`src/rtl/nbbpu_loader_if.sv`:
```
// Program RAM write port between the serial loader (master) and the NBBPU
// instruction memory (slave).
interface nbbpu_loader_if;
  logic        prog_write;
  logic [15:0] prog_address;
  logic [15:0] prog_data;

  modport master (output prog_write, prog_address, prog_data);
  modport slave  (input  prog_write, prog_address, prog_data);
endinterface

```
`src/rtl/nbbpu_loader.sv`:
```
// UART (8N1) program loader for the NBBPU: parses A5/count/words/checksum frames,
// writes words to program RAM and releases the CPU only after a good checksum.
module nbbpu_loader #(
  parameter int CLKS_PER_BIT = 104
) (
  input  logic           clock,
  input  logic           reset,
  input  logic           rx,
  nbbpu_loader_if.master prog,
  output logic           cpu_reset,
  output logic           busy,
  output logic           error
);
  localparam int CW = $clog2(CLKS_PER_BIT);
  localparam logic [CW-1:0] FULL_LAST = CW'(CLKS_PER_BIT - 1);
  localparam logic [CW-1:0] HALF_LAST = CW'(CLKS_PER_BIT / 2 - 1);

  typedef enum logic [1:0] {RX_IDLE, RX_START, RX_DATA, RX_STOP} rx_state_t;
  typedef enum logic [2:0] {WAIT_HEADER, GET_COUNT, GET_HIGH, GET_LOW, GET_CHECK} frame_state_t;

  rx_state_t    rx_state, rx_next;
  frame_state_t state, state_next;

  logic          rx_meta, rx_sync;
  logic [CW-1:0] clk_cnt;
  logic [2:0]    bit_idx;
  logic [7:0]    rx_shift;
  logic          cnt_full, cnt_half, byte_valid, frame_err;
  logic [7:0]    word_count, word_index, high_byte, checksum;

  always_ff @(posedge clock or negedge reset) begin
    if (!reset) begin
      rx_meta <= 1'b1;
      rx_sync <= 1'b1;
    end else begin
      rx_meta <= rx;
      rx_sync <= rx_meta;
    end
  end

  assign cnt_full   = (clk_cnt == FULL_LAST);
  assign cnt_half   = (clk_cnt == HALF_LAST);
  assign byte_valid = (rx_state == RX_STOP) && cnt_full && rx_sync;
  assign frame_err  = (rx_state == RX_STOP) && cnt_full && !rx_sync;

  always_ff @(posedge clock or negedge reset) begin
    if (!reset) rx_state <= RX_IDLE;
    else        rx_state <= rx_next;
  end

  // A start bit that is high again at its midpoint was a glitch: drop it silently.
  always_comb begin
    rx_next = rx_state;
    unique case (rx_state)
      RX_IDLE:  if (!rx_sync) rx_next = RX_START;
      RX_START: if (cnt_half) rx_next = rx_sync ? RX_IDLE : RX_DATA;
      RX_DATA:  if (cnt_full && bit_idx == 3'd7) rx_next = RX_STOP;
      RX_STOP:  if (cnt_full) rx_next = RX_IDLE;
      default:  rx_next = RX_IDLE;
    endcase
  end

  always_ff @(posedge clock or negedge reset) begin
    if (!reset) begin
      clk_cnt  <= '0;
      bit_idx  <= 3'd0;
      rx_shift <= 8'h00;
    end else begin
      if (rx_state == RX_IDLE || rx_next != rx_state || cnt_full) clk_cnt <= '0;
      else                                                        clk_cnt <= clk_cnt + 1'b1;
      if (rx_state == RX_START) bit_idx <= 3'd0;
      if (rx_state == RX_DATA && cnt_full) begin
        rx_shift <= {rx_sync, rx_shift[7:1]};
        bit_idx  <= bit_idx + 3'd1;
      end
    end
  end

  always_ff @(posedge clock or negedge reset) begin
    if (!reset) state <= WAIT_HEADER;
    else        state <= state_next;
  end

  always_comb begin
    state_next = state;
    if (frame_err) begin
      state_next = WAIT_HEADER;
    end else if (byte_valid) begin
      unique case (state)
        WAIT_HEADER: if (rx_shift == 8'hA5) state_next = GET_COUNT;
        GET_COUNT:   state_next = (rx_shift == 8'h00) ? GET_CHECK : GET_HIGH;
        GET_HIGH:    state_next = GET_LOW;
        GET_LOW:     state_next = (word_index + 8'd1 == word_count) ? GET_CHECK : GET_HIGH;
        GET_CHECK:   state_next = WAIT_HEADER;
        default:     state_next = WAIT_HEADER;
      endcase
    end
  end

  // Words go to RAM as they arrive; only a matching checksum lets the CPU run.
  always_ff @(posedge clock or negedge reset) begin
    if (!reset) begin
      prog.prog_write   <= 1'b0;
      prog.prog_address <= 16'h0000;
      prog.prog_data    <= 16'h0000;
      cpu_reset         <= 1'b1;
      busy              <= 1'b0;
      error             <= 1'b0;
      word_count        <= 8'h00;
      word_index        <= 8'h00;
      high_byte         <= 8'h00;
      checksum          <= 8'h00;
    end else begin
      prog.prog_write <= 1'b0;
      if (frame_err) begin
        error <= 1'b1;
        busy  <= 1'b0;
      end else if (byte_valid) begin
        unique case (state)
          WAIT_HEADER: if (rx_shift == 8'hA5) begin
            cpu_reset  <= 1'b1;
            busy       <= 1'b1;
            error      <= 1'b0;
            word_index <= 8'h00;
            checksum   <= 8'h00;
          end
          GET_COUNT: word_count <= rx_shift;
          GET_HIGH: begin
            high_byte <= rx_shift;
            checksum  <= checksum ^ rx_shift;
          end
          GET_LOW: begin
            checksum          <= checksum ^ rx_shift;
            prog.prog_write   <= 1'b1;
            prog.prog_address <= {8'h00, word_index};
            prog.prog_data    <= {high_byte, rx_shift};
            word_index        <= word_index + 8'd1;
          end
          GET_CHECK: begin
            if (rx_shift == checksum) cpu_reset <= 1'b0;
            else                      error     <= 1'b1;
            busy <= 1'b0;
          end
          default: ;
        endcase
      end
    end
  end
endmodule
```
`src/flat_wrapper.sv`:
```
// flat-port wrapper written by rule: the top's interface ports become plain ports
module nbbpu_loader_flat 
#(
  parameter int CLKS_PER_BIT = 104
)
  (clock, reset, rx, cpu_reset, busy, error, prog_prog_write, prog_prog_address, prog_prog_data);
  nbbpu_loader_if prog_i ();
  input  logic clock;
  input  logic reset;
  input  logic rx;
  output logic cpu_reset;
  output logic busy;
  output logic error;
  output wire logic [$bits(prog_i.prog_write)-1:0] prog_prog_write;
  output wire logic [$bits(prog_i.prog_address)-1:0] prog_prog_address;
  output wire logic [$bits(prog_i.prog_data)-1:0] prog_prog_data;
  assign prog_prog_write = prog_i.prog_write;
  assign prog_prog_address = prog_i.prog_address;
  assign prog_prog_data = prog_i.prog_data;
  nbbpu_loader #(.CLKS_PER_BIT(CLKS_PER_BIT)) u_core (.clock(clock), .reset(reset), .rx(rx), .prog(prog_i), .cpu_reset(cpu_reset), .busy(busy), .error(error));
endmodule
```
`config.mk`:
```
export PLATFORM = sky130hd
export DESIGN_NAME = nbbpu_loader_flat
export DESIGN_NICKNAME = d
export VERILOG_FILES = /design/src/rtl/nbbpu_loader_if.sv /design/src/rtl/nbbpu_loader.sv /design/src/flat_wrapper.sv
export SDC_FILE = /design/constraint.sdc
export NUM_CORES = 1
export LEC_CHECK = 0
export BUFFER_PORTS_ARGS = -buffer_cell sky130_fd_sc_hd__buf_4
export CORE_ASPECT_RATIO = 1.75
export CORE_MARGIN = 5
export CORE_UTILIZATION = 35
export DETAILED_ROUTE_END_ITERATION = 7
export PLACE_DENSITY = 0.5
export SLEW_MARGIN = 20
export SYNTH_ARGS = -nofsm -noshare
export SYNTH_HDL_FRONTEND = slang
export SYNTH_SLANG_ARGS = --single-unit
```
`constraint.sdc`:
```
create_clock -name clock -period 2.44 [get_ports clock]
set_input_delay 0.732 -clock clock [delete_from_list [all_inputs] [get_ports clock]]
set_output_delay 0.732 -clock clock [all_outputs]
set_load 0.1 [all_outputs]
```
==> report_table.html, run 1 <==
<table>
<tr><th>Metric</th><th>Value</th></tr>
<tr><th colspan="2">Logic synthesis</th></tr>
<tr><td>Mean Syn Cell Area</td><td>around 10 um2</td></tr>
<tr><td>Number of synthesized flops with an enable pin</td><td>0</td></tr>
<tr><td>Synthesis warning total</td><td>0</td></tr>
<tr><td>Share of flip-flops with an asynchronous set or reset</td><td>between 90% and 100%</td></tr>
<tr><td>Most frequent cell after synthesis</td><td>sky130_fd_sc_hd__nand2_1</td></tr>
<tr><td>Main flop type after synthesis</td><td>sky130_fd_sc_hd__dfrtp_1</td></tr>
<tr><td>Area leader, netlist</td><td>sky130_fd_sc_hd__dfrtp_1</td></tr>
<tr><td>Count of unique library cells instantiated by Yosys</td><td>51</td></tr>
<tr><td>Portion of the post-synthesis area used by sequential elements</td><td>between 50% and 60%</td></tr>
<tr><td>Share of Yosys cell area claimed by the top area cell type</td><td>between 40% and 50%</td></tr>
<tr><td>Netlist Area Pre-Place</td><td>4212 um2</td></tr>
<tr><td>Largest cells by area after synthesis</td><td>sky130_fd_sc_hd__dfrtp_1, sky130_fd_sc_hd__nand2_1, sky130_fd_sc_hd__mux2_4, sky130_fd_sc_hd__o21ai_0, sky130_fd_sc_hd__nor2_1</td></tr>
<tr><td>Number of instances in the synthesized netlist</td><td>421</td></tr>
<tr><td>Flop and latch count out of synthesis</td><td>85</td></tr>
<tr><td>Post-synth top cells</td><td>sky130_fd_sc_hd__nand2_1, sky130_fd_sc_hd__dfrtp_1, sky130_fd_sc_hd__nor2_1, sky130_fd_sc_hd__o21ai_0, sky130_fd_sc_hd__mux2_4</td></tr>
<tr><th colspan="2">Clock network</th></tr>
<tr><td>Clock root buffer</td><td>sky130_fd_sc_hd__clkbuf_16</td></tr>
<tr><td>Clock transition at the registers of the reported paths</td><td>0.06 ns</td></tr>
<tr><td>TritonCTS Sinks</td><td>85</td></tr>
<tr><td>Post-CTS Setup Bufs</td><td>0</td></tr>
<tr><td>H-tree levels</td><td>3</td></tr>
<tr><td>Latest clock arrival within the worst-skew pair</td><td>0.34 ns</td></tr>
<tr><td>CTS tree</td><td>built</td></tr>
<tr><td>Bufs on Longest Clock Path</td><td>2</td></tr>
<tr><td>Resized cells post-CTS</td><td>0</td></tr>
<tr><td>Hold buffer count at CTS</td><td>0</td></tr>
<tr><td>TritonCTS Buffers</td><td>9</td></tr>
<tr><th colspan="2">Die</th></tr>
<tr><td>Floorplan row count</td><td>53</td></tr>
<tr><td>Count of pins on the block boundary</td><td>39</td></tr>
<tr><td>Initial standard-cell utilization of the core</td><td>35.28%</td></tr>
<tr><td>Die area</td><td>14,410 um2</td></tr>
<tr><td>Die W</td><td>92.92 um</td></tr>
<tr><td>Chip Height</td><td>about 160 um</td></tr>
<tr><td>Core box area</td><td>11,940 um2</td></tr>
<tr><th colspan="2">Drt</th></tr>
<tr><td>Detail Route Antenna Nets</td><td>0</td></tr>
<tr><td>Drt total wl</td><td>9194 um</td></tr>
<tr><td>Vias per inst</td><td>4.978</td></tr>
<tr><td>DRC violation count after routing</td><td>0</td></tr>
<tr><td>Length of the first detailed-routing pass in iterations</td><td>4</td></tr>
<tr><td>Average detailed-routed wire length per instance</td><td>15.37 um</td></tr>
<tr><td>Number of violations reported at the end of detailed-routing iteration 0</td><td>133</td></tr>
<tr><td>Detailed-route via count</td><td>2,977</td></tr>
<tr><th colspan="2">Critical path</th></tr>
<tr><td>Critical setup path kind</td><td>flop to flop</td></tr>
<tr><td>Depth of the worst register-to-register path</td><td>6</td></tr>
<tr><td>Critical Path Sink Type</td><td>flop</td></tr>
<tr><td>Arrival time of data at the critical path endpoint</td><td>about 2.5 ns</td></tr>
<tr><td>Internal reg-to-reg setup slack</td><td>about 0.21 ns</td></tr>
<tr><td>Worst Path Required</td><td>~2.7 ns</td></tr>
<tr><td>CP Max Fanout</td><td>7</td></tr>
<tr><td>Origin of the critical flop-to-flop path</td><td>u_core.word_index[0]</td></tr>
<tr><td>Worst R2R End</td><td>u_core.state[1]</td></tr>
<tr><td>Nature of the critical path startpoint</td><td>flop</td></tr>
<tr><th colspan="2">Placed design</th></tr>
<tr><td>HPWL after detailed placement</td><td>6827 um</td></tr>
<tr><td>Placed Cells</td><td>about 580</td></tr>
<tr><td>Port-buffer cells</td><td>30</td></tr>
<tr><td>Routability-driven placement congestion ratio</td><td>0.8162</td></tr>
<tr><td>Placed cell areas</td><td>4572 um2</td></tr>
<tr><th colspan="2">Finish</th></tr>
<tr><td>Post-route cell area</td><td>4903 um2</td></tr>
<tr><td>Synth-to-layout area growth</td><td>16.43%</td></tr>
<tr><td>Number of antenna diodes</td><td>0</td></tr>
<tr><td>Number of nets at the end of the flow</td><td>around 460</td></tr>
<tr><td>Number of standard cells in the layout, taps in and fillers out</td><td>approximately 600</td></tr>
<tr><td>Fraction of layout cells with a size suffix above 1</td><td>23.43%</td></tr>
<tr><th colspan="2">Timing</th></tr>
<tr><td>Min cycle time layout</td><td>2.234 ns</td></tr>
<tr><td>RSZ-0062 raised after global routing</td><td>false</td></tr>
<tr><td>Setup skew after layout</td><td>0.006936 ns</td></tr>
<tr><td>Max Fclk</td><td>447.6 MHz</td></tr>
<tr><td>Endpoints failing hold</td><td>0</td></tr>
<tr><td>Number of max-slew violations in the final report</td><td>0</td></tr>
<tr><td>Worst max-slew margin expressed relative to the limit</td><td>60.31%</td></tr>
<tr><td>Fin Setup TNS</td><td>0 ns</td></tr>
<tr><td>Final Cycle Share</td><td>91.56%</td></tr>
<tr><td>Worst-Margin Slew</td><td>0.5914 ns</td></tr>
<tr><td>Endpoints failing setup</td><td>0</td></tr>
<tr><th colspan="2">GRT</th></tr>
<tr><td>Number of antenna violations at the first check in global routing</td><td>0</td></tr>
<tr><td>Vias in the first global route</td><td>roughly 3.1k</td></tr>
<tr><td>Pin count of the biggest net entering global routing</td><td>31</td></tr>
<tr><td>GR Overflow Total</td><td>0</td></tr>
<tr><td>Global-route wire length before repair</td><td>15,490 um</td></tr>
<tr><td>Total routing resource utilization after global routing</td><td>13.82%</td></tr>
<tr><th colspan="2">Run status</th></tr>
<tr><td>Status</td><td>completed</td></tr>
<tr><th colspan="2">Min path</th></tr>
<tr><td>Type of the worst min-delay path</td><td>input port to asynchronous set/reset pin</td></tr>
<tr><th colspan="2">Power and ir drop</th></tr>
<tr><td>Maximum ir drop on the vdd rail</td><td>341.0 uV</td></tr>
<tr><td>Lkg Pwr</td><td>2.451 nW</td></tr>
<tr><td>Pwr per Cell Area</td><td>613.5 nW/um2</td></tr>
<tr><th colspan="2">Job</th></tr>
<tr><td>Max cap viols</td><td>0</td></tr>
</table>
worst max path at each step:
stage | startpoint | cells past startpoint | slack (ns) | endpoint
global placement | u_core.word_index[0] | 6 | 0.23 | u_core.state[1]
CTS | u_core.word_index[0] | 6 | 0.16 | u_core.state[1]
detailed placement | u_core.word_index[0] | 6 | 0.15 | u_core.state[1]
floorplan | u_core.clk_cnt[0] | 8 | 0.38 | u_core.rx_shift[0]
finish | u_core.word_index[0] | 6 | 0.21 | u_core.state[1]
global route | u_core.word_index[0] | 6 | 0.03 | u_core.state[1]
sequential cells by signal (all words and copies together), names as in the netlist:
register / flops
u_core.prog.prog_data: 16
u_core.checksum: 8
u_core.high_byte: 8
u_core.prog.prog_address: 8
u_core.rx_shift: 8
u_core.word_count: 8
u_core.word_index: 8
u_core.clk_cnt: 7
u_core.bit_idx: 3
u_core.state: 3
u_core.rx_state: 2
u_core.busy: 1
u_core.cpu_reset: 1
u_core.error: 1
u_core.prog.prog_write: 1
u_core.rx_meta: 1
u_core.rx_sync: 1
where the power goes:
part	total (W)	internal (W)	switching (W)
clock	0.00150	0.000911	0.000591
combinational	0.0000922	0.00000805	0.0000842
sequential	0.00141	0.00141	0.00000239
worst max-delay path, stage by stage, from the launching register on:
cell	delay (ns)
sky130_fd_sc_hd__dfrtp_1	0.45
sky130_fd_sc_hd__ha_2	0.27
sky130_fd_sc_hd__nand3_1	0.11
sky130_fd_sc_hd__or3_1	0.38
sky130_fd_sc_hd__a2111oi_2	0.38
sky130_fd_sc_hd__nand4_1	0.19
sky130_fd_sc_hd__a221o_1	0.34
cell families after synthesis:
logic type / share of synthesized area (%)
AO/OA/AOI/OAI: 8.675
flip-flops: 50.59
multiplexers: 8.348
XOR/XNOR: 3.951
other: 0.08904
buffers and inverters: 6.506
adder cells (fa/ha/maj): 1.188
AND/OR/NAND/NOR: 20.65
routing by layer:
| metal | routed length, um | track usage, % |
|---|---|---|
| met4 | 249 | 6.709 |
| met5 | 0 | 0 |
| met3 | 249 | 2.903 |
| met1 | 3777 | 15.68 |
| met2 | 4918 | 24.34 |
stage by stage:
| step | setup WS (ns) | util [%] | total power (W) | hold slack [ns] |
|---|---|---|---|---|
| floorplan | 0.3756 | - | 0.001505 | 0.3452 |
| finish | 0.2060 | 41.08 | 0.003008 | 0.2965 |
| detailed placement | 0.1538 | 38.30 | 0.001535 | 0.3468 |
| global placement | 0.2303 | 38.30 | 0.001535 | 0.3468 |
| global route | 0.02510 | 41.08 | 0.003116 | 0.3063 |
| CTS | 0.1597 | 41.06 | 0.003059 | 0.2959 |
cell usage in the layout, fill, tap and decap left out, drive strengths merged, types with 2 or more instances in the layout:
cell type   n
conb        8
o21ai      36
bufinv      2
nor4        4
or4         3
xnor2      14
clkinv      2
nor2b       2
xor2        5
or3         5
buf        51
nand2b     10
nand2      94
nand4       5
nand3      12
nand3b      3
o22ai       4
inv        14
clkbuf      9
nor3        3
o221ai      2
ha          4
o22a        2
mux2       25
nor2       34
dfrtp      82
dfstp       3
a31oi       3
and2        3
a21oi       6
area by class of cell:
class,instances,area (um2)
Sequential cell,85,2131
Timing Repair Buffer,51,395.4
Clock inverter,7,103.9
Fill cell,1183,7033
Clock buffer,9,225.2
Inverter,11,41.29
Tap cell,137,171.4
Multi-Input combinational cell,298,1836
No activity file was read; power rests on OpenSTA's default activity.
==> run 2: changes to the inputs <==
BUFFER_PORTS_ARGS = default   (was -buffer_cell sky130_fd_sc_hd__buf_4)
DONT_BUFFER_PORTS = 1   (was default)
PLACE_DENSITY = 0.47   (was 0.5)
==> run 2 against run 1 <==
Critical path type unchanged. Setup slack worse by 0.041 ns. Clock-buffer cell count unchanged. Non-clock buffer count down 7. Critical endpoint is now u_core.word_count[6]. Maximum frequency down 1.8%. Sequential share of layout area up 0.82 points. Sequential cell count unchanged. First-iteration DRC count down 29%. Routed wire length up 2.3%. Hold slack worse by 0.22 ns.
==> report_table.html, run 2 (synthesized netlist as in run 1, its figures left out) <==
<table>
<tr><th>Metric</th><th>Value</th></tr>
<tr><th colspan="2">Run status</th></tr>
<tr><td>Status</td><td>completed</td></tr>
<tr><th colspan="2">Clock network</th></tr>
<tr><td>CTS tree</td><td>built</td></tr>
<tr><td>TritonCTS Buffers</td><td>9 (unchanged)</td></tr>
<tr><td>Clock transition at the registers of the reported paths</td><td>0.07 ns (about the same)</td></tr>
<tr><td>Post-CTS Setup Bufs</td><td>0 (unchanged)</td></tr>
<tr><td>Latest clock arrival within the worst-skew pair</td><td>0.34 ns (about the same)</td></tr>
<tr><td>H-tree levels</td><td>3 (unchanged)</td></tr>
<tr><td>TritonCTS Sinks</td><td>85 (unchanged)</td></tr>
<tr><td>Bufs on Longest Clock Path</td><td>2 (unchanged)</td></tr>
<tr><td>Hold buffer count at CTS</td><td>0 (unchanged)</td></tr>
<tr><td>Resized cells post-CTS</td><td>0 (unchanged)</td></tr>
<tr><td>Clock root buffer</td><td>sky130_fd_sc_hd__clkbuf_16</td></tr>
<tr><th colspan="2">Timing</th></tr>
<tr><td>Max Fclk</td><td>439.5 MHz (-1.8%)</td></tr>
<tr><td>Fin Setup TNS</td><td>0 ns (unchanged)</td></tr>
<tr><td>Setup skew after layout</td><td>0.008639 ns (+0.001703 ns)</td></tr>
<tr><td>Endpoints failing hold</td><td>0 (unchanged)</td></tr>
<tr><td>RSZ-0062 raised after global routing</td><td>false</td></tr>
<tr><td>Endpoints failing setup</td><td>0 (unchanged)</td></tr>
<tr><td>Worst max-slew margin expressed relative to the limit</td><td>62.35% (+2.0 points)</td></tr>
<tr><td>Min setup slack post-route</td><td>0.1648 ns (-0.04121 ns)</td></tr>
<tr><td>Worst-Margin Slew</td><td>0.5609 ns (-0.03052 ns)</td></tr>
<tr><td>Final Cycle Share</td><td>93.25% (+1.7 points)</td></tr>
<tr><td>Min cycle time layout</td><td>2.275 ns (+0.04121 ns)</td></tr>
<tr><td>Number of max-slew violations in the final report</td><td>0 (unchanged)</td></tr>
<tr><th colspan="2">GRT</th></tr>
<tr><td>GR Overflow Total</td><td>0 (unchanged)</td></tr>
<tr><td>Global-route wire length before repair</td><td>15,850 um (+2.3%)</td></tr>
<tr><td>Number of antenna violations at the first check in global routing</td><td>0 (unchanged)</td></tr>
<tr><td>Vias in the first global route</td><td>3,076 (-1.7%)</td></tr>
<tr><td>Pin count of the biggest net entering global routing</td><td>86 (+180%)</td></tr>
<tr><td>Total routing resource utilization after global routing</td><td>14.02% (+0.20 points)</td></tr>
<tr><th colspan="2">Drt</th></tr>
<tr><td>Detail Route Antenna Nets</td><td>0 (unchanged)</td></tr>
<tr><td>Drt total wl</td><td>9403 um (+2.3%)</td></tr>
<tr><td>DRC violation count after routing</td><td>0 (unchanged)</td></tr>
<tr><td>Number of violations reported at the end of detailed-routing iteration 0</td><td>95 (-29%)</td></tr>
<tr><td>Length of the first detailed-routing pass in iterations</td><td>4 (unchanged)</td></tr>
<tr><td>Detailed-route via count</td><td>2,953 (-0.81%)</td></tr>
<tr><td>Vias per inst</td><td>4.997 (+0.37%)</td></tr>
<tr><td>Average detailed-routed wire length per instance</td><td>15.91 um (+3.5%)</td></tr>
<tr><th colspan="2">Die</th></tr>
<tr><td>Core box area</td><td>11,940 um2 (unchanged)</td></tr>
<tr><td>Die W</td><td>92.92 um (unchanged)</td></tr>
<tr><td>Initial standard-cell utilization of the core</td><td>35.28% (unchanged)</td></tr>
<tr><td>Chip Height</td><td>155.1 um (unchanged)</td></tr>
<tr><td>Count of pins on the block boundary</td><td>39 (unchanged)</td></tr>
<tr><td>Die area</td><td>14,410 um2 (unchanged)</td></tr>
<tr><td>Floorplan row count</td><td>53 (unchanged)</td></tr>
<tr><th colspan="2">Finish</th></tr>
<tr><td>Flip-flop count of the largest register after layout</td><td>16 (unchanged)</td></tr>
<tr><td>Register ranked first by flip-flop count</td><td>u_core.prog.prog_data</td></tr>
<tr><td>Number of antenna diodes</td><td>0 (unchanged)</td></tr>
<tr><td>Filler cell count</td><td>1,176 (-0.59%)</td></tr>
<tr><td>Synth-to-layout area growth</td><td>14.26%</td></tr>
<tr><td>Highest-count cells in the layout ignoring fill and taps</td><td>sky130_fd_sc_hd__nand2_1, sky130_fd_sc_hd__dfrtp_1, sky130_fd_sc_hd__buf_4, sky130_fd_sc_hd__nor2_1, sky130_fd_sc_hd__o21ai_0</td></tr>
<tr><td>Most frequent standard cell in the layout excluding fill and tap cells</td><td>sky130_fd_sc_hd__nand2_1</td></tr>
<tr><td>Number of nets at the end of the flow</td><td>456 (-1.5%)</td></tr>
<tr><td>Fraction of layout cells with a size suffix above 1</td><td>22.03% (-1.4 points)</td></tr>
<tr><th colspan="2">Power and ir drop</th></tr>
<tr><td>Maximum ir drop on the vdd rail</td><td>369.0 uV (+8.2%)</td></tr>
<tr><td>Pwr per Cell Area</td><td>599.5 nW/um2 (-2.3%)</td></tr>
<tr><td>Lkg Pwr</td><td>2.397 nW (-2.2%)</td></tr>
<tr><th colspan="2">Critical path</th></tr>
<tr><td>CP Max Fanout</td><td>9 (+2)</td></tr>
<tr><td>Nature of the critical path startpoint</td><td>flop</td></tr>
<tr><td>Critical setup path kind</td><td>flop to flop</td></tr>
<tr><td>Arrival time of data at the critical path endpoint</td><td>2.50 ns (+0.03 ns)</td></tr>
<tr><td>Critical Path Sink Type</td><td>flop</td></tr>
<tr><td>Worst Path Required</td><td>2.67 ns (about the same)</td></tr>
<tr><th colspan="2">Placed design</th></tr>
<tr><td>HPWL after detailed placement</td><td>6587 um (-3.5%)</td></tr>
<tr><td>Port-buffer cells</td><td>0 (-100%)</td></tr>
<tr><td>Setup slack after placement</td><td>0.1665 ns (+0.01269 ns)</td></tr>
<tr><td>Routability-driven placement congestion ratio</td><td>0.8384 (+2.7%)</td></tr>
<tr><th colspan="2">Min path</th></tr>
<tr><td>Type of the worst min-delay path</td><td>input port to asynchronous set/reset pin</td></tr>
<tr><th colspan="2">Job</th></tr>
<tr><td>Max cap viols</td><td>0 (unchanged)</td></tr>
</table>
-- run 2: final cells by class --
cell class / instances / area, um2 / share of cell area, %
clock buffers: 9 / 225.2 / 4.680
clock inverters: 7 / 80.08 / 1.664
inverters: 11 / 41.29 / 0.8580
multi-input cells: 298 / 1833 / 38.09
flip-flops and latches: 85 / 2131 / 44.28
well taps: 137 / 171.4 / 3.562
repair buffers: 44 / 330.3 / 6.864
-- run 2: power breakdown --
group	internal, W	switching [W]	total, W
clock	0.000806	0.000608	0.00141
sequential	0.00141	0.00000251	0.00141
combinational	0.000000672	0.0000554	0.0000561
total	0.00222	0.000666	0.00288
-- run 2: path summary, 6_finish.rpt --
check	start	cells past startpoint	to	slack [ns]
min in group clock	u_core.rx_meta	0	u_core.rx_sync	0.36
hold reg to reg	u_core.rx_meta	0	u_core.rx_sync	0.36
hold / removal	reset	0	u_core.prog.prog_data[9]	0.08
max in group asynchronous	reset	0	u_core.rx_sync	2.13
setup / recovery	u_core.clk_cnt[0]	6	u_core.word_count[6]	0.16
setup reg to reg	u_core.clk_cnt[0]	6	u_core.word_count[6]	0.16
-- run 2: per-stage QoR --
step	cells	total power (W)	utilization (%)	area, um2	hold WS (ns)
2_1_floorplan	428	0.001505	-	4238	0.3452
3_3_place_gp	575	0.001497	37.76	4507	0.3476
3_5_place_dp	575	0.001497	37.76	4507	0.3469
4_1_cts	591	0.002936	40.31	4812	0.06382
5_1_grt	591	0.002987	40.31	4812	0.05772
6_report	591	0.002885	40.31	4812	0.08130
-- run 2: layer usage --
metal	share of wire (%)	GRT usage, %
met4	1.4	4.892
met5	0	0
met1	40	15.57
met2	55	25.68
met3	3.6	3.387
-- run 2: critical path: stages (launching register included) --
cell and delay [ns]:
sky130_fd_sc_hd__dfrtp_1 0.39, sky130_fd_sc_hd__ha_1 0.28, sky130_fd_sc_hd__nand3b_4 0.14, sky130_fd_sc_hd__nor3_4 0.28
sky130_fd_sc_hd__nand2_2 0.10, sky130_fd_sc_hd__or3_1 0.59, sky130_fd_sc_hd__mux2_4 0.38
